==> src/rtl/joystick_adc_reader.sv <==
// Reads an MCP3002-style 2-channel SAR ADC continuously and publishes the top
// nibble of X (ch0) and Y (ch1). Both nibbles update together once per ch0/ch1 pair.
module joystick_adc_reader #(
    parameter int CLK_DIV    = 32,
    parameter int ADC_BITS   = 10,
    parameter int IDLE_TICKS = 2
) (
    input  logic       fastClock,
    input  logic       reset,
    input  logic       enable,
    input  logic       adcDout,
    output logic       adcCsN,
    output logic       adcSclk,
    output logic       adcDin,
    output logic [3:0] xOut,
    output logic [3:0] yOut,
    output logic       sampleValid
);
    localparam int DIV_W  = $clog2(CLK_DIV);
    localparam int IDLE_W = $clog2(IDLE_TICKS + 1);
    localparam int BIT_W  = $clog2(ADC_BITS + 1);
    localparam logic [3:0] CENTRE = 4'b1000;

    typedef enum logic [1:0] {S_IDLE, S_CMD, S_NULL, S_DATA} state_t;

    state_t              state_q, state_d;
    logic [DIV_W-1:0]    div_q, div_d;
    logic [IDLE_W-1:0]   idle_q, idle_d;
    logic [BIT_W-1:0]    bit_q, bit_d;
    logic [ADC_BITS-1:0] shift_q, shift_d;
    logic [3:0]          xhold_q, xhold_d, x_q, x_d, y_q, y_d;
    logic                ch_q, ch_d;
    logic                sclk_q, sclk_d;
    logic                csn_q, csn_d;
    logic                din_q, din_d;
    logic                valid_q, valid_d;
    logic                tick;

    assign tick = (div_q == DIV_W'(CLK_DIV - 1));

    always_ff @(posedge fastClock or posedge reset) begin
        if (reset) begin
            state_q <= S_IDLE;
            div_q   <= '0;
            idle_q  <= '0;
            bit_q   <= '0;
            shift_q <= '0;
            xhold_q <= CENTRE;
            x_q     <= CENTRE;
            y_q     <= CENTRE;
            ch_q    <= 1'b0;
            sclk_q  <= 1'b0;
            csn_q   <= 1'b1;
            din_q   <= 1'b0;
            valid_q <= 1'b0;
        end else begin
            state_q <= state_d;
            div_q   <= div_d;
            idle_q  <= idle_d;
            bit_q   <= bit_d;
            shift_q <= shift_d;
            xhold_q <= xhold_d;
            x_q     <= x_d;
            y_q     <= y_d;
            ch_q    <= ch_d;
            sclk_q  <= sclk_d;
            csn_q   <= csn_d;
            din_q   <= din_d;
            valid_q <= valid_d;
        end
    end

    always_comb begin
        state_d = state_q;
        div_d   = tick ? '0 : div_q + 1'b1;
        idle_d  = idle_q;
        bit_d   = bit_q;
        shift_d = shift_q;
        xhold_d = xhold_q;
        x_d     = x_q;
        y_d     = y_q;
        ch_d    = ch_q;
        sclk_d  = sclk_q;
        csn_d   = csn_q;
        din_d   = din_q;
        valid_d = 1'b0;
        if (tick) begin
            unique case (state_q)
                S_IDLE: begin
                    if (idle_q != IDLE_W'(IDLE_TICKS)) idle_d = idle_q + 1'b1;
                    if (enable && idle_q == IDLE_W'(IDLE_TICKS)) begin
                        csn_d   = 1'b0;
                        din_d   = 1'b1;
                        bit_d   = '0;
                        state_d = S_CMD;
                    end
                end
                S_CMD: begin
                    sclk_d = ~sclk_q;
                    // bit_q counts rising edges so far; each falling edge presents the next command bit
                    if (!sclk_q) begin
                        bit_d = bit_q + 1'b1;
                    end else if (bit_q == BIT_W'(4)) begin
                        din_d   = 1'b0;
                        state_d = S_NULL;
                    end else begin
                        din_d = (bit_q == BIT_W'(2)) ? ch_q : 1'b1;
                    end
                end
                S_NULL: begin
                    sclk_d = ~sclk_q;
                    if (sclk_q) begin
                        bit_d   = '0;
                        state_d = S_DATA;
                    end
                end
                S_DATA: begin
                    if (bit_q == BIT_W'(ADC_BITS)) begin
                        sclk_d  = 1'b0;
                        csn_d   = 1'b1;
                        din_d   = 1'b0;
                        // the frame-end tick already counts as the first chip-select-high tick
                        idle_d  = IDLE_W'(1);
                        state_d = S_IDLE;
                        ch_d    = ~ch_q;
                        if (!ch_q) begin
                            xhold_d = shift_q[ADC_BITS-1 -: 4];
                        end else begin
                            x_d     = xhold_q;
                            y_d     = shift_q[ADC_BITS-1 -: 4];
                            valid_d = 1'b1;
                        end
                    end else begin
                        sclk_d = ~sclk_q;
                        if (!sclk_q) begin
                            shift_d = {shift_q[ADC_BITS-2:0], adcDout};
                            bit_d   = bit_q + 1'b1;
                        end
                    end
                end
                default: state_d = S_IDLE;
            endcase
        end
    end

    always_comb begin
        adcCsN      = csn_q;
        adcSclk     = sclk_q;
        adcDin      = din_q;
        xOut        = x_q;
        yOut        = y_q;
        sampleValid = valid_q;
    end
endmodule

==> config.mk <==
export PLATFORM = sky130hd
export DESIGN_NAME = joystick_adc_reader
export DESIGN_NICKNAME = d
export VERILOG_FILES = /design/src/rtl/joystick_adc_reader.sv
export SDC_FILE = /design/constraint.sdc
export NUM_CORES = 1
export LEC_CHECK = 0
export BUFFER_PORTS_ARGS = -buffer_cell sky130_fd_sc_hd__buf_2
export CORE_MARGIN = 10
export CORE_UTILIZATION = 45
export CTS_CLUSTER_SIZE = 14
export DETAILED_ROUTE_END_ITERATION = 12
export GPL_TIMING_DRIVEN = 0
export PLACE_DENSITY = 0.65
export SLEW_MARGIN = 20
export SYNTH_ARGS = -nofsm -noshare
export SYNTH_HDL_FRONTEND = slang
export SYNTH_SLANG_ARGS = --single-unit
==> constraint.sdc <==
create_clock -name fastClock -period 2.6 [get_ports fastClock]
set_input_delay 0.26 -clock fastClock [delete_from_list [all_inputs] [get_ports fastClock]]
set_output_delay 0.26 -clock fastClock [all_outputs]
set_load 0.02 [all_outputs]
Word-level counts from Yosys, hierarchy flattened
Cells that the tools add are included.
{ "totals": {"register_bits": 40, "in_bits": 4, "output_inout_bits": 12, "wordCells": 81} }
{ "op_classes": {"add_sub_neg": 3, "n_eq_ne": 16, "mux": 30, "bitwise": 3, "reduce_logical": 16} }
{ "ops": {"columns": ["cell", "n"], "rows": [
  ["4-bit AND reduction", 6],
  ["4-bit two-way mux", 4],
  ["2-bit != test (second input constant)", 8],
  ["4-bit one-hot mux with 4 select lines", 1],
  ["2-bit two-way mux", 7],
  ["1-bit two-way mux", 12],
  ["2-bit one-hot mux with 4 select lines", 1],
  ["2-bit == test (second input constant)", 3],
  ["6-bit AND reduction", 1],
  ["5-bit by 1-bit adder with 5-bit output (second input constant)", 1],
  ["5-bit == test (second input constant)", 1],
  ["5-bit two-way mux", 1],
  ["5-bit AND reduction", 1],
  ["4-bit by 1-bit adder with 4-bit output (second input constant)", 1],
  ["4-bit by 2-bit == test with 1-bit output (second input constant)", 1],
  ["4-bit by 3-bit == test with 1-bit output (second input constant)", 1],
  ["4-bit == test (second input constant)", 1],
  ["1-bit one-hot mux with 2 select lines", 2],
  ["2-bit one-hot mux with 2 select lines", 1],
  ["2-bit nonzero test", 2],
  ["1-bit NOT", 3],
  ["1-bit one-hot mux with 3 select lines", 1],
  ["3-bit AND reduction", 1],
  ["3-bit nonzero test", 1],
  ["6 further kinds", 6]
]} }

Longest topological paths before layout
{ "logic_depth": {"ltp_word": 5, "depth_mapped": 7, "ltp_nobuf": 6} }

Worst setup path after synthesis
Ideal clock, no wire load.
{ "synth_path": {"path_type": "reg-to-reg", "from": "reg div_q[0]", "to": "reg shift_q[0]", "setup_time_ns": 0.125, "arrival_ns": 1.801, "required_time_ns": 2.475, "setup_slack_ns": 0.674, "stages_incl_launch_ff": 7, "n_path_buf": 1, "period_less_slack_ns": 1.926, "cell_sequence": "dfrtp_1 > ha_1 > and3_1 > ha_1 > clkbuf_1 > nand4_1 > mux2_2"} }
{ "synth_via": {"elab_chain_cells": 2} }
{ "synth_lines": {"columns": ["element", "line_no", "text"], "rows": [
  ["from (decl)", "27", "logic [DIV_W-1:0] div_q, div_d;"],
  ["from (signal assigned)", "58", "div_q <= div_d;"],
  ["5-bit == test", "39", "assign tick = (div_q == DIV_W'(CLK_DIV - 1));"],
  ["4-bit AND reduction (no line)", null, null],
  ["to (signal assigned)", "61", "shift_q <= shift_d;"],
  ["to (decl)", "30", "logic [ADC_BITS-1:0] shift_q, shift_d;"]
]} }
No other way between the ends.
A chain may end at the register's enable or synchronous reset.

Worst setup path after layout
{ "layout_path": {"from": "reg div_q[0]", "to": "reg shift_q[6]"} }
The elaborated chain is that of the path after synthesis.

==> impl_results.md <==
* Total wire length at 3380 um
* Fin crit share at 88.3%
* Top cell type by total area after synthesis: dfrtp_1
* VDD IR max at 0.000388 V
* Vias at approximately 1200
* Post-DP HPWL at approximately 2600 um
* Worst path cell trace: ha_1 > and3_1 > ha_1 > clkbuf_1 > nand4_1 > mux2_2
* Sequential share of the synthesized area at between 50% and 60%
* Layout cell share with drive strength beyond 1 at 32.8%
* Vias in the first global route at about 1300
* Max Transition Viols Final at 0
* Total GRT Usage at between 10 and 15%
* Ys flop type: dfrtp_1
* Mapped Area at about 1900 um^2
* Global placer's final weighted congestion at about 0.79
* Crit path max fanout at 10
* Cells after DPL at 218
* Critical Path Max Stage Delay at ~0.51 ns
* Final Setup Violations at 0
* Nets at roughly 190
* Ant diodes at 0
* Worst Skew at 0.0105 ns
* Static Leak at between 1 and 1.5 nW
* Ys async rst share at 100%
* First-pass GRT wire length at about 6000 um
* Share of the synthesized area in the top cell type at 47.5%
* Overflow after GRT at 0
* Yosys Warn Count at 0
* Hold Crit Class: in -> reg
* Row cnt at 23
* Minimum clock period at roughly 2.3 ns
* Clock tree buffer depth at 2
* IO Pins at 16
* Worst Max-Slew Pin Slew at between 0.5 and 0.6 ns
* RSZ-0062 raised after global routing: false
* Initial antenna violation count at 0
* CTS tree: yes
* Vias per cell at approximately 5.4
* Yosys cell types at 40
* Port buffer count at 15
* Area growth syn-to-layout at 15.2%
* Reg-to-Reg Start: div_q[0]
* Hold Crit Start: adcDout
* Die area at between 7000 and 8000 um^2
* Status: finished clean
* Post-synth EDFFs at 0
* Reg clk slew, reported paths at 0.08 ns
* Flops & latches, synth at 40
* Crit path DAT at roughly 2.5 ns
* Crit-path most repeated cell: ha_1
* CP Capture Type: flip-flop
* Pwr per Cell Area at roughly 540 nW/um^2
* # clock sinks at 40
* TNS Setup at 0 ns
* Beginning of the critical path: div_q[0]
* Top delay family on crit path: simple AND/OR/NAND/NOR gates
* Core area at 4030 um^2
* Skew-Pair Late Insertion Delay at ~0.30 ns
* Synth Instances at around 150
* Most area-consuming cells after synthesis: dfrtp_1 (47%), mux2_2 (14%), ha_1 (8.6%)
* Post-DRT Antenna Nets at 0
* Synth Net Count at between 150 and 200
* WL per Instance at 14.9 um
* Final Non-Filler Cells at ~230
* Die height at around 85 um
* Slowest-stage cell, CP: nand4_1
* Die W at 84.9 um
* Max cap viols at 0
* Post-route DRC at 0
* Initial Util at a little under half
* Worst slew margin at a little under two thirds
* Filler cells at roughly 340
* Kind of launch point of the worst setup path: flip-flop
* Final hold vios at 0
* Pre-antenna DRT Iters at 4
* Htree depth at 2
* Iter 0 DRT Violations at 85
* Total CTS buffers at 5
* Critical path class: reg -> reg
* Worst EP required at between 2 and 3 ns
* Syn avg cell area at 12.5 um^2
* Largest net degree at the start of global routing at 30
* Crit path buffers/inverters at 1
* Maximum clock rate at about 440 MHz
* Clk root buf: clkbuf_8
==> timing repair <==
action / in CTS / in global routing
setup buffers: 0 / 0
hold buffers: 1 / 0
endpoints found under the hold margin: 10 / 0
gates resized for setup: 0 / 0
==> Yosys cell counts (2+ instances only) <==
cell,n
dfrtp_1,36
mux2_2,24
ha_1,13
inv_1,9
nor2_1,7
o21ai_0,7
a21oi_1,6
nand3_1,5
dfstp_2,4
nand2_1,4
a22oi_1,2
and3_1,2
clkbuf_1,2
mux2i_1,2
nand3b_1,2
nor3_1,2
xnor2_1,2
==> final cells by class <==
| class | instances | area, um^2 | share of cell area, % |
|---|---|---|---|
| clock inverters | 2 | 38.8 | 1.77 |
| flip-flops and latches | 40 | 1010 | 46.0 |
| plain buffers | 4 | 23.8 | 1.09 |
| multi-input cells | 99 | 833 | 38.1 |
| well taps | 50 | 62.6 | 2.86 |
| repair buffers | 17 | 105 | 4.81 |
| inverters | 9 | 33.8 | 1.55 |
| clock buffers | 6 | 82.6 | 3.78 |
==> cell families (layout without fill, tap and decap cells) <==
| family | Yosys count | in the layout | share of synthesized area, % |
|---|---|---|---|
| flops | 40 | 40 | 53.0 |
| simple gates | 31 | 31 | 9.63 |
| compound gates | 26 | 26 | 9.04 |
| mux | 26 | 26 | 15.3 |
| fa+ha+maj | 13 | 13 | 8.58 |
| buf+inv | 13 | 38 | 3.03 |
| xor+xnor | 3 | 3 | 1.39 |
==> cells in the final DEF (no fill, tap or decap), types with 2 or more instances in the layout <==
cell	netlist	layout
nand2_1	4	4
inv_1	9	8
mux2_2	24	24
xnor2_1	2	2
dfstp_2	4	4
clkbuf_8	0	6
nand3b_1	2	2
o21ai_0	7	7
nor2_1	7	7
nand3_1	5	5
dfrtp_1	36	36
clkbuf_1	2	2
buf_2	1	16
nor3_1	2	2
mux2i_1	2	2
a22oi_1	2	2
ha_1	13	13
and3_1	2	2
a21oi_1	6	6
==> worst paths after layout <==
kind / endpoint / slack (ns) / depth (start not counted)
hold reg to reg: div_q[0] / 0.46 / 1
setup reg to reg: shift_q[6] / 0.30 / 6
max in group asynchronous: xhold_q[3] / 1.66 / 4
hold / removal: shift_q[0] / 0.21 / 2
min in group asynchronous: adcSclk / 0.43 / 3
setup / recovery: shift_q[6] / 0.30 / 6
==> registers in the layout (all words and copies together) (netlist names), 2 cells and up <==
signal and flops:
xhold_q 4, state_q 2, xOut 4, shift_q 10
div_q 5, yOut 4, idle_q 2, bit_q 4
==> power breakdown <==
part	internal, W	total, W	leakage (nW)	switching (W)
Clock	0.000314	0.000536	0.0614	0.000223
Sequential	0.000623	0.000623	0.512	0.000000373
Combinational	0.00000631	0.0000196	0.512	0.0000133
Total	0.000943	0.00118	1.09	0.000236
==> metrics by stage <==
stage | setup slack (ns) | util (%) | hold slack [ns] | cell area, um^2 | power (W)
floorplan | 0.674 | - | 0.411 | 1900 | 0.000645
global placement | 0.369 | 50.5 | 0.446 | 2030 | 0.000650
detailed placement | 0.264 | 51.0 | 0.216 | 2050 | 0.000655
CTS | 0.247 | 54.3 | 0.197 | 2190 | 0.00119
global route | 0.0510 | 54.3 | 0.202 | 2190 | 0.00122
finish | 0.305 | 54.3 | 0.205 | 2190 | 0.00118
==> metal layers <==
layer  global-route usage (%)  wire [um]  vias to the layer above
met5                        0          0                        -
met4                     5.09         55                        0
met3                     3.44        173                        5
met2                     15.5       1630                       23
met1                     12.1       1520                      602
li1                         -          -                      591
Note: power is estimated with default switching activity, not from simulation.
